File: config.mk
export PLATFORM = sky130hd
export DESIGN_NAME = rle_symbol_serializer
export DESIGN_NICKNAME = d
export VERILOG_FILES = /design/src/rtl/rle_symbol_serializer.sv
export SDC_FILE = /design/constraint.sdc
export NUM_CORES = 1
export LEC_CHECK = 0
export BUFFER_PORTS_ARGS = -buffer_cell sky130_fd_sc_hd__buf_2
export CAP_MARGIN = 20
export CELL_PAD_IN_SITES_DETAIL_PLACEMENT = 2
export CELL_PAD_IN_SITES_GLOBAL_PLACEMENT = 2
export CORE_MARGIN = 2
export CORE_UTILIZATION = 39
export CTS_CLUSTER_DIAMETER = 150
export DETAILED_ROUTE_END_ITERATION = 16
export PLACE_DENSITY = 0.95
export SETUP_SLACK_MARGIN = 0.2
export SYNTH_ARGS = -nofsm -noshare
export SYNTH_HDL_FRONTEND = slang
export SYNTH_SLANG_ARGS = --single-unit
File: constraint.sdc
create_clock -name clk -period 3.9 [get_ports clk]
set_input_delay 0.585 -clock clk [delete_from_list [all_inputs] [get_ports clk]]
set_output_delay 0.585 -clock clk [all_outputs]
set_load 0.1 [all_outputs]
File: src/rtl/rle_symbol_serializer.sv
// Serializes 8-lane run-length groups into one (run, value) symbol per cycle, lane 1 first,
// with an End-Of-Block symbol when a block ends on a zero coefficient. Optional RLE_SER_SYMCNT_EN adds a per-block symbol counter.
module rle_symbol_serializer (
    input  logic        clk,
    input  logic        rst_n,
    input  logic        in_valid,
    output logic        in_ready,
    input  logic [63:0] in_coef,
    input  logic [7:0]  in_en,
    input  logic [31:0] in_run,
    input  logic        in_last,
    output logic        sym_valid,
    input  logic        sym_ready,
    output logic [3:0]  sym_run,
    output logic [7:0]  sym_val,
    output logic        sym_eob
`ifdef RLE_SER_SYMCNT_EN
    ,
    output logic [6:0]  blk_sym_cnt,
    output logic        blk_done
`endif
);

    typedef enum logic [1:0] {IDLE, EMIT, EOB} state_t;

    state_t          state;
    logic [7:0][7:0] coef_q;
    logic [7:0][3:0] run_q;
    logic [7:0]      mask_q;
    logic            eob_need_q;

    // Bit b of in_en pairs with coef byte b and run nibble b, so lane 1 is bit 7.
    logic [7:0][7:0] in_coef_lanes;
    logic [7:0][3:0] in_run_lanes;
    logic [2:0]      in_lane, cur_lane, next_lane;
    logic [7:0]      mask_next;
    logic            accept, sym_hs, single_bit;

    assign in_coef_lanes = in_coef;
    assign in_run_lanes  = in_run;

    // Highest set bit wins, which is the lowest-numbered lane.
    function automatic logic [2:0] top_lane(input logic [7:0] m);
        logic [2:0] idx;
        idx = 3'd0;
        for (int b = 0; b < 8; b++) begin
            if (m[b]) idx = 3'(b);
        end
        return idx;
    endfunction

    // NOTE: every signal written here gets a value on every path, so no latch is inferred.
    always_comb begin
        in_lane    = top_lane(in_en);
        cur_lane   = top_lane(mask_q);
        mask_next  = mask_q & ~(8'b1 << cur_lane);
        next_lane  = top_lane(mask_next);
        single_bit = (mask_q != 8'd0) && (mask_next == 8'd0);
        in_ready   = (state == IDLE) ||
                     ((state == EMIT) && single_bit && sym_ready && !eob_need_q);
    end

    assign accept = in_valid & in_ready;
    assign sym_hs = sym_valid & sym_ready;

    // NOTE: sequential state uses non-blocking assignments so all registers update from pre-edge values.
    // NOTE: the holding registers are small flops, not a memory, so they reset with everything else.
    always_ff @(posedge clk or negedge rst_n) begin
        if (!rst_n) begin
            state      <= IDLE;
            coef_q     <= '0;
            run_q      <= '0;
            mask_q     <= 8'd0;
            eob_need_q <= 1'b0;
            sym_valid  <= 1'b0;
            sym_run    <= 4'd0;
            sym_val    <= 8'd0;
            sym_eob    <= 1'b0;
        end else if (accept) begin
            // Covers both the IDLE accept and the fast reload out of EMIT.
            coef_q     <= in_coef_lanes;
            run_q      <= in_run_lanes;
            mask_q     <= in_en;
            eob_need_q <= in_last & ~in_en[0];
            if (in_en != 8'd0) begin
                state     <= EMIT;
                sym_valid <= 1'b1;
                sym_run   <= in_run_lanes[in_lane];
                sym_val   <= in_coef_lanes[in_lane];
                sym_eob   <= 1'b0;
            end else if (in_last) begin
                state     <= EOB;
                sym_valid <= 1'b1;
                sym_run   <= 4'd0;
                sym_val   <= 8'd0;
                sym_eob   <= 1'b1;
            end else begin
                state     <= IDLE;
                sym_valid <= 1'b0;
                sym_run   <= 4'd0;
                sym_val   <= 8'd0;
                sym_eob   <= 1'b0;
            end
        end else if (sym_hs) begin
            case (state)
                EMIT: begin
                    mask_q <= mask_next;
                    if (mask_next != 8'd0) begin
                        sym_run <= run_q[next_lane];
                        sym_val <= coef_q[next_lane];
                    end else if (eob_need_q) begin
                        state   <= EOB;
                        sym_run <= 4'd0;
                        sym_val <= 8'd0;
                        sym_eob <= 1'b1;
                    end else begin
                        state     <= IDLE;
                        sym_valid <= 1'b0;
                        sym_run   <= 4'd0;
                        sym_val   <= 8'd0;
                    end
                end
                default: begin
                    state      <= IDLE;
                    eob_need_q <= 1'b0;
                    sym_valid  <= 1'b0;
                    sym_run    <= 4'd0;
                    sym_val    <= 8'd0;
                    sym_eob    <= 1'b0;
                end
            endcase
        end
    end

`ifdef RLE_SER_SYMCNT_EN
    logic       last_q;
    logic [6:0] sym_cnt_q;
    logic       final_hs;

    // The block ends on its EOB, or on the last symbol of a final group that needs no EOB.
    assign final_hs = sym_hs & (sym_eob |
                      ((state == EMIT) && (mask_next == 8'd0) && last_q && !eob_need_q));

    always_ff @(posedge clk or negedge rst_n) begin
        if (!rst_n) begin
            last_q      <= 1'b0;
            sym_cnt_q   <= 7'd0;
            blk_sym_cnt <= 7'd0;
            blk_done    <= 1'b0;
        end else begin
            blk_done <= 1'b0;
            if (accept) last_q <= in_last;
            if (final_hs) begin
                blk_sym_cnt <= sym_cnt_q + 7'd1;
                sym_cnt_q   <= 7'd0;
                blk_done    <= 1'b1;
            end else if (sym_hs) begin
                sym_cnt_q <= sym_cnt_q + 7'd1;
            end
        end
    end
`endif

endmodule
==> flow_summary.json, run 1 <==
{
  "tightest_slew_ns": 1.116,
  "synth_warnings": 0,
  "min_path_type": "input pin to asynchronous set/reset pin",
  "maxCapViolations": 0,
  "cts.path.max_buffers": 2,
  "end_kind": "output port",
  "syn_area_per_cell_um2": 11.40,
  "cts-root-buf": "clkbuf_16",
  "drv_slew": 0,
  "finalSetupViolCount": 0,
  "critical_path.max_stage_delay_ns": 0.69,
  "fin_util_pct": 46.59,
  "grt_overflow_total": 0,
  "core_um2": 15770,
  "vias": 5723,
  "fin_crit_sh_pct": 91.47,
  "cts_buffers": 9,
  "finalWorstPathRequiredPeriod_ns": 3.567,
  "cts_resized": 1,
  "grt_use_total_pct": 33.99,
  "power_density_nw_per_um2": 1004,
  "cts_hold_buf": 0,
  "dp.final_hpwl_mm": 17.29,
  "placed_area_um2": 7015,
  "htreeDepth": 3,
  "antenna_found_initial": 2,
  "wl_per_cell_um": 32.05,
  "rows": 46,
  "stdcell_area_um2": 7347,
  "drt_wl_total_mm": 27.98,
  "first_pass_iters": 5,
  "layout-drive-gt1-share_pct": 41.53,
  "synthCells": 550,
  "tns_ns": 0,
  "post-synth-top-area-cell": "dfrtp_1",
  "slowest_stage": "or4_4",
  "place_ws_ns": 0.5513,
  "worst_ep_required_time_ns": 3.31,
  "yosysSeqAreaShare_pct": 43.52,
  "die_h_um": 130.8,
  "synth_area_um2": 6267,
  "synthArstFlopShare_pct": 100.0,
  "critPathArrivalTime_ns": 2.98,
  "grt_pass1_vias": 6459,
  "initial_utilization_pct": 39.74,
  "cp_max_fo": 11,
  "power_mw": 7.377,
  "cts_tree": "yes",
  "gp_congestion": 0.8691,
  "clock_sinks": 109,
  "clkTransAtPathRegs_ns": 0.09,
  "die_w_um": 130.8,
  "grt_first_pass_wirelength_mm": 42.06,
  "drc": 0,
  "layout.nets": 759,
  "grt_max_degree": 80,
  "syn_to_final_growth_pct": 17.23,
  "cts_setup_buffers": 0,
  "cp_cell_sequence": "or4_4 -> or3_1 -> nor4_1 -> nor2_1 -> o22ai_2 -> buf_4",
  "antenna_left": 0,
  "grt_setup_unrepaired": "no",
  "relSlewSlack_pct": 25.62,
  "vias_per_cell": 6.556,
  "hold_ws_ns": 0.3018,
  "synth-main-ff-cell": "dfrtp_1",
  "synth_cell_type_count": 58,
  "critPathLaunchType": "flip-flop",
  "leakagePower_nw": 3.181,
  "layout_setup_ws_ns": 0.3328,
  "drt-initial-drc-count": 445,
  "io_pins": 124,
  "crit_type": "flip-flop to output port",
  "port_buffers": 123,
  "dp_cells": 854,
  "fmax_ghz": 0.2803,
  "ir_worst_vdd_v": 0.0004723,
  "instances_no_fill": 873,
  "finalHoldViolCount": 0,
  "ys_ff_latch": 109,
  "worstSkewPairLatency_ns": 0.38,
  "synth_nets": 659,
  "skew_ns": 0.01246,
  "status": "finished clean",
  "dieArea_um2": 17100,
  "synthTopCellsByArea": "dfrtp_1 (44%), mux2_2 (11%), mux2_4 (8.1%)",
  "yosys.area.top_type_share_pct": 43.52,
  "synth_edf_count": 0
}
## flip-flops by register name, summed over array words and instances, names as in the netlist
signal and flops:
coef_q 56, run_q 28, mask_q 8, sym_val 8, sym_run 4, state 2, eob_need_q 1, sym_eob 1
sym_valid 1
## final timing paths
| path | cells after the start | slack [ns] | end | from |
|---|---|---|---|---|
| worst max-delay path | 6 | 0.33 | in_ready | mask_q[5] |
| worst min-delay path | 1 | 0.30 | coef_q[45] | rst_n |
| worst max register to register | 7 | 0.47 | state[1] | mask_q[5] |
| worst min register to register | 1 | 0.53 | run_q[26] | run_q[26] |
| max in group asynchronous | 2 | 2.59 | coef_q[54] | rst_n |
| min in group clk | 2 | 0.46 | run_q[17] | in_run[17] |
## synth_stat cells (3+ instances only)
| cell type | count |
|---|---|
| inv_1 | 6 |
| clkbuf_1 | 27 |
| dfrtp_1 | 109 |
| o211ai_1 | 13 |
| a211oi_1 | 11 |
| o21a_1 | 5 |
| nor4_1 | 3 |
| o31ai_1 | 4 |
| a32o_1 | 11 |
| a22o_1 | 5 |
| buf_6 | 5 |
| mux4_2 | 11 |
| buf_2 | 3 |
| mux2_2 | 61 |
| buf_8 | 4 |
| or3_1 | 4 |
| a311o_1 | 12 |
| buf_4 | 8 |
| a31oi_1 | 12 |
| a21o_1 | 5 |
| nand3_1 | 3 |
| nor2b_1 | 3 |
| nor2_1 | 23 |
| a21oi_1 | 8 |
| o21ai_0 | 27 |
| o221ai_1 | 23 |
| nand2_1 | 75 |
| mux2_4 | 34 |
## cells in the final DEF (no fill, tap or decap), drive strengths merged, types with 4 or more instances in the layout
master and instances:
buf 138, dfrtp 109, mux2 95, nand2 75, o21ai 27, nor2 23, o221ai 23, o211ai 13
a311o 12, a31oi 12, a32o 11, a211oi 11, mux4 11, clkbuf 10, inv 9, a21oi 8
a22o 5, a21o 5, o21a 5, o31ai 5, or3 4, nor4 4
## logic make-up (layout without fill, tap and decap cells)
family	after synthesis	count (layout)	share of synthesized area, %
AOI/OAI and AO/OA	154	154	18.77
and+or+nand+nor	125	125	9.323
DFF	109	109	43.52
muxes	106	106	23.06
buffers and inverters	55	160	5.171
adders and majority gates	1	1	0.1597
other	0	2	0
## per-layer routing
metal	part of all wire (%)	vias to the layer above	track usage [%]
li1	-	2304	-
met1	38	2919	41.32
met2	49	371	57.78
met3	6.9	127	5.863
met4	5.5	2	18.27
met5	0.046	-	0
## report_power, final
part	internal (mW)	leakage [nW]	switching (mW)	total, mW
Sequential	1.71	1.30	0.576	2.28
Clock	0.531	0.153	0.517	1.05
Combinational	1.58	1.72	2.47	4.05
Total	3.82	3.18	3.56	7.38
## layout make-up
| cell class | instances | area (um2) |
|---|---|---|
| clock inverters | 6 | 77.57 |
| flip-flops and latches | 109 | 2728 |
| repair buffers | 138 | 745.7 |
| well taps | 216 | 270.3 |
| multi-input cells | 386 | 3259 |
| clock buffers | 10 | 239.0 |
| diodes | 2 | 5.005 |
| inverters | 6 | 22.52 |
| fillers | 1607 | 8423 |
## worst max-delay path, delay by kind of cell, from the launching register on
family,cells,cell delay (ns)
and+or+nand+nor,4,1.64
DFF,1,0.51
buffers and inverters,1,0.32
AOI/OAI and AO/OA,1,0.14
No activity file was read; power rests on OpenSTA's default activity.
==> inputs of run 2 (changes only) <==
- RECOVER_POWER: not set -> 100
==> flow_summary.json, run 2 (synthesis results as in run 1) <==
{
  "combPwrFrac_pct": 53.2,
  "tightest_slew_ns": 1.768,
  "grt_pass1_vias": 6459,
  "dp.final_hpwl_mm": 17.29,
  "placed_area_um2": 7015,
  "ff2ff_setup_slack_ns": 0.26,
  "status": "finished, violations left",
  "tns_ns": 0,
  "gp_congestion": 0.8691,
  "regMostFlops": "coef_q",
  "final_cell_mix": "dfrtp_1 (109), buf_2 (107), nand2_1 (75)",
  "worstSkewPairLatency_ns": 0.38,
  "finalHoldViolCount": 0,
  "antenna_left": 0,
  "cp_max_fo": 13,
  "drt_wl_total_mm": 27.89,
  "sw_frac_of_total_pct": 49.55,
  "drc": 0,
  "fin_util_pct": 45.56,
  "layout-drive-gt1-share_pct": 32.67,
  "clkTransAtPathRegs_ns": 0.08,
  "worst_ep_required_time_ns": 4.11,
  "grt_first_pass_wirelength_mm": 42.06,
  "grt_setup_unrepaired": "no",
  "top_regs": "coef_q (56), run_q (28)",
  "power_density_nw_per_um2": 985.7,
  "cts.path.max_buffers": 2,
  "clock_sinks": 109,
  "layout_setup_ws_ns": 0.2620,
  "layout.nets": 759,
  "final_common_cell": "dfrtp_1",
  "fmax_ghz": 0.2749,
  "port_buffers": 123,
  "vias": 5664,
  "grt_overflow_total": 0,
  "core_um2": 15770,
  "cts-root-buf": "clkbuf_16",
  "leakagePower_nw": 3.011,
  "min_path_type": "input pin to flip-flop",
  "skew_ns": 0.01227,
  "finalWorstPathRequiredPeriod_ns": 3.638,
  "dieArea_um2": 17100,
  "met3WireLength_mm": 1.849,
  "drt-initial-drc-count": 490,
  "fin_crit_sh_pct": 93.28,
  "critPathLaunchType": "flip-flop",
  "initial_utilization_pct": 39.74,
  "power_frac_seq_pct": 32.1,
  "internal-power_mw": 3.573,
  "drv_slew": 90,
  "netSwitchingPower_mw": 3.510,
  "routed.top_layer": "met5",
  "power.share.clock_pct": 14.7,
  "cts_tree": "yes",
  "wl_met1_mm": 10.79,
  "end_kind": "flip-flop",
  "die_h_um": 130.8,
  "grt_use_total_pct": 33.99,
  "htreeDepth": 3,
  "wl_per_cell_um": 31.99,
  "die_w_um": 130.8,
  "first_pass_iters": 6,
  "io_pins": 124,
  "ir_worst_vdd_v": 0.0004523,
  "power_mw": 7.083,
  "crit_type": "flip-flop to flip-flop",
  "violations": "max-capacitance violations, max-slew violations",
  "critPathArrivalTime_ns": 3.85,
  "relSlewSlack_pct": -17.88,
  "syn_to_final_growth_pct": 14.65,
  "cts_buffers": 9,
  "instances_no_fill": 872,
  "hold_ws_ns": 0.4508,
  "stdcell_area_um2": 7186,
  "fillers": 1662,
  "finalSetupViolCount": 0,
  "place_ws_ns": 0.5513,
  "wl_met2_mm": 13.69,
  "antenna_found_initial": 2,
  "dp_cells": 854,
  "grt_max_degree": 80,
  "maxCapViolations": 2,
  "rows": 46,
  "largest_reg_flops": 56,
  "vias_per_cell": 6.495
}
run 2: layer usage:
metal,vias up,global-route usage (%)
li1,2300,-
met1,2893,41.32
met2,346,57.78
met3,123,5.863
met4,2,18.27
met5,-,0
run 2: cell type report:
cell class	count	area, um2	share of cell area, %
Multi-Input combinational cell	386	3132	43.58
Tap cell	216	270.3	3.761
Clock inverter	6	77.57	1.080
Sequential cell	109	2728	37.96
Inverter	6	22.52	0.3134
Antenna cell	1	2.502	0.03483
Clock buffer	10	239.0	3.326
Timing Repair Buffer	138	714.4	9.943
run 2: final timing paths:
kind	endpoint	depth (start not counted)	start
worst min-delay path	coef_q[7]	2	in_coef[7]
worst min register to register	run_q[22]	1	run_q[22]
min in group asynchronous	coef_q[45]	1	rst_n
max in group asynchronous	mask_q[4]	2	rst_n
worst max register to register	sym_val[0]	7	mask_q[2]
worst max-delay path	sym_val[0]	7	mask_q[2]
run 2: power by group through the flow:
| stage | clock (mW) | combinational [mW] | sequential (mW) |
|---|---|---|---|
| 6_report | 1.04 | 3.77 | 2.27 |
| 5_1_grt | 1.08 | 3.95 | 2.32 |
| 4_1_cts | 1.05 | 3.98 | 2.26 |
| 3_5_place_dp | 0 | 3.78 | 2.21 |
| 3_3_place_gp | 0 | 3.52 | 2.10 |
| 2_1_floorplan | 0 | 2.56 | 2.42 |
run 2: worst max-delay path, stage by stage, from the launching register on:
cell      delay [ns]
dfrtp_1         0.58
or3_1           0.49
o211a_1         0.26
o21a_1          0.52
nor2_1          0.59
clkbuf_1        0.56
a311o_1         0.31
o221ai_1        0.15
run 2: repair_timing:
action,CTS,global route
hold buffers,0,0
buffers inserted,0,0
resized for setup,1,0
setup endpoints to repair,1,0
==> inputs of run 3 (changes only) <==
==> constraint.sdc (replaced) <==
create_clock -name clk -period 3.9 [get_ports clk]
set_input_delay 0.78 -clock clk [delete_from_list [all_inputs] [get_ports clk]]
set_output_delay 0.78 -clock clk [all_outputs]
set_load 0.1 [all_outputs]
==> flow_summary.json, run 3 (synthesis results as in run 1) <==
{
  "status": "finished, violations left",
  "violations": "max-capacitance violations, max-slew violations",
  "grt_first_pass_wirelength_mm": 40.96,
  "finalSetupViolCount": 0,
  "critPathLaunchType": "flip-flop",
  "critical_path.max_stage_delay_ns": 0.69,
  "cts_hold_buf": 0,
  "gp_congestion": 0.8432,
  "cp_max_fo": 13,
  "fmax_ghz": 0.2741,
  "end_kind": "flip-flop",
  "largest_reg_flops": 56,
  "ir_worst_vdd_v": 0.0004079,
  "placed_area_um2": 7056,
  "slowest_stage": "or4_4",
  "power_density_nw_per_um2": 986.4,
  "maxCapViolations": 3,
  "top_regs": "coef_q (56), run_q (28)",
  "instances_no_fill": 875,
  "internal-power_mw": 3.652,
  "relSlewSlack_pct": -16.61,
  "cp_cell_sequence": "or4_4 -> a21o_1 -> o21a_1 -> nor2_1 -> clkbuf_1 -> a311o_1 -> o221ai_1",
  "netSwitchingPower_mw": 3.481,
  "path_buf_inv": 1,
  "place_ws_ns": 0.5677,
  "dieArea_um2": 17100,
  "htreeDepth": 3,
  "tightest_slew_ns": 1.749,
  "antenna_found_initial": 1,
  "tns_ns": 0,
  "rows": 46,
  "first_pass_iters": 5,
  "grt_overflow_total": 0,
  "grt_max_degree": 56,
  "drv_slew": 114,
  "hold_ws_ns": 0.5032,
  "cts_tree": "yes",
  "min_path_type": "flip-flop to flip-flop",
  "initial_utilization_pct": 39.74,
  "power_mw": 7.133,
  "crit_type": "flip-flop to flip-flop",
  "layout-drive-gt1-share_pct": 33.79,
  "ff_latch_area_um2": 2728,
  "multi_input_area_um2": 3149,
  "vias_per_cell": 6.483,
  "grt_use_total_pct": 33.05,
  "port_buffers": 123,
  "fin_util_pct": 45.85,
  "drt_wl_total_mm": 27.28,
  "fillers": 1649,
  "power_frac_seq_pct": 31.7,
  "drc": 0,
  "critPathArrivalTime_ns": 3.87,
  "worstSkewPairLatency_ns": 0.37,
  "leakagePower_nw": 3.035,
  "fin_crit_sh_pct": 93.56,
  "cts_buffers": 9,
  "worst_ep_required_time_ns": 4.12,
  "layout_setup_ws_ns": 0.2513,
  "regMostFlops": "coef_q",
  "cts-root-buf": "clkbuf_16",
  "dp.final_hpwl_mm": 17.53,
  "cp_top_family": "simple AND/OR/NAND/NOR gates",
  "die_w_um": 130.8,
  "wl_per_cell_um": 31.18,
  "antenna_left": 0,
  "power.share.clock_pct": 14.9,
  "stdcell_area_um2": 7231,
  "cts_resized": 1,
  "skew_ns": 0.008890,
  "syn_to_final_growth_pct": 15.37,
  "layout.nets": 761,
  "final_cell_mix": "dfrtp_1 (109), buf_2 (108), nand2_1 (75)",
  "combPwrFrac_pct": 53.4,
  "dp_cells": 856,
  "grt_setup_unrepaired": "no",
  "finalHoldViolCount": 0,
  "cts.path.max_buffers": 2,
  "finalWorstPathRequiredPeriod_ns": 3.649,
  "sw_frac_of_total_pct": 48.80,
  "core_um2": 15770,
  "clkTransAtPathRegs_ns": 0.08,
  "vias": 5673,
  "clock_sinks": 109,
  "final_common_cell": "dfrtp_1",
  "die_h_um": 130.8,
  "grt_pass1_vias": 6511,
  "drt-initial-drc-count": 413,
  "cts_setup_buffers": 0,
  "io_pins": 124
}
run 3: layout make-up:
type                            instances  share of cell area (%)
Inverter                                6                  0.3115
Clock buffer                            9                   3.115
Antenna cell                            2                 0.06922
Sequential cell                       109                   37.72
Multi-Input combinational cell        386                   43.55
Tap cell                              216                   3.738
Timing Repair Buffer                  140                   10.07
Clock inverter                          7                   1.419
run 3: power by group through the flow:
stage          Sequential (mW)  Clock [mW]  Combinational (mW)
2_1_floorplan             2.42           0                2.56
3_3_place_gp              2.10           0                3.58
3_5_place_dp              2.21           0                3.84
4_1_cts                   2.25        1.07                4.02
5_1_grt                   2.31        1.11                3.98
6_report                  2.26        1.06                3.81
run 3: worst reg2reg max path, stage by stage (launching register included):
cell and delay [ns]:
dfrtp_1 0.52, or4_4 0.70, a21o_1 0.23, o21a_1 0.42
nor2_1 0.53, clkbuf_1 0.59, a311o_1 0.36, o221ai_1 0.15
run 3: per-layer routing:
| metal | share of wire, % | global-route usage [%] |
|---|---|---|
| met5 | 0.048 | 0 |
| met4 | 5.8 | 20.03 |
| met3 | 7.4 | 8.062 |
| met2 | 49 | 55.55 |
| met1 | 37 | 38.28 |
run 3: worst paths after layout:
path / slack, ns / cells after the start / end / from
worst max-delay path: 0.25 / 7 / sym_run[3] / mask_q[5]
worst min-delay path: 0.50 / 1 / run_q[21] / run_q[21]
worst max register to register: 0.25 / 7 / sym_run[3] / mask_q[5]
worst min register to register: 0.50 / 1 / run_q[21] / run_q[21]
max in group asynchronous: 0.82 / 2 / sym_eob / rst_n
min in group asynchronous: 0.78 / 1 / coef_q[4] / rst_n
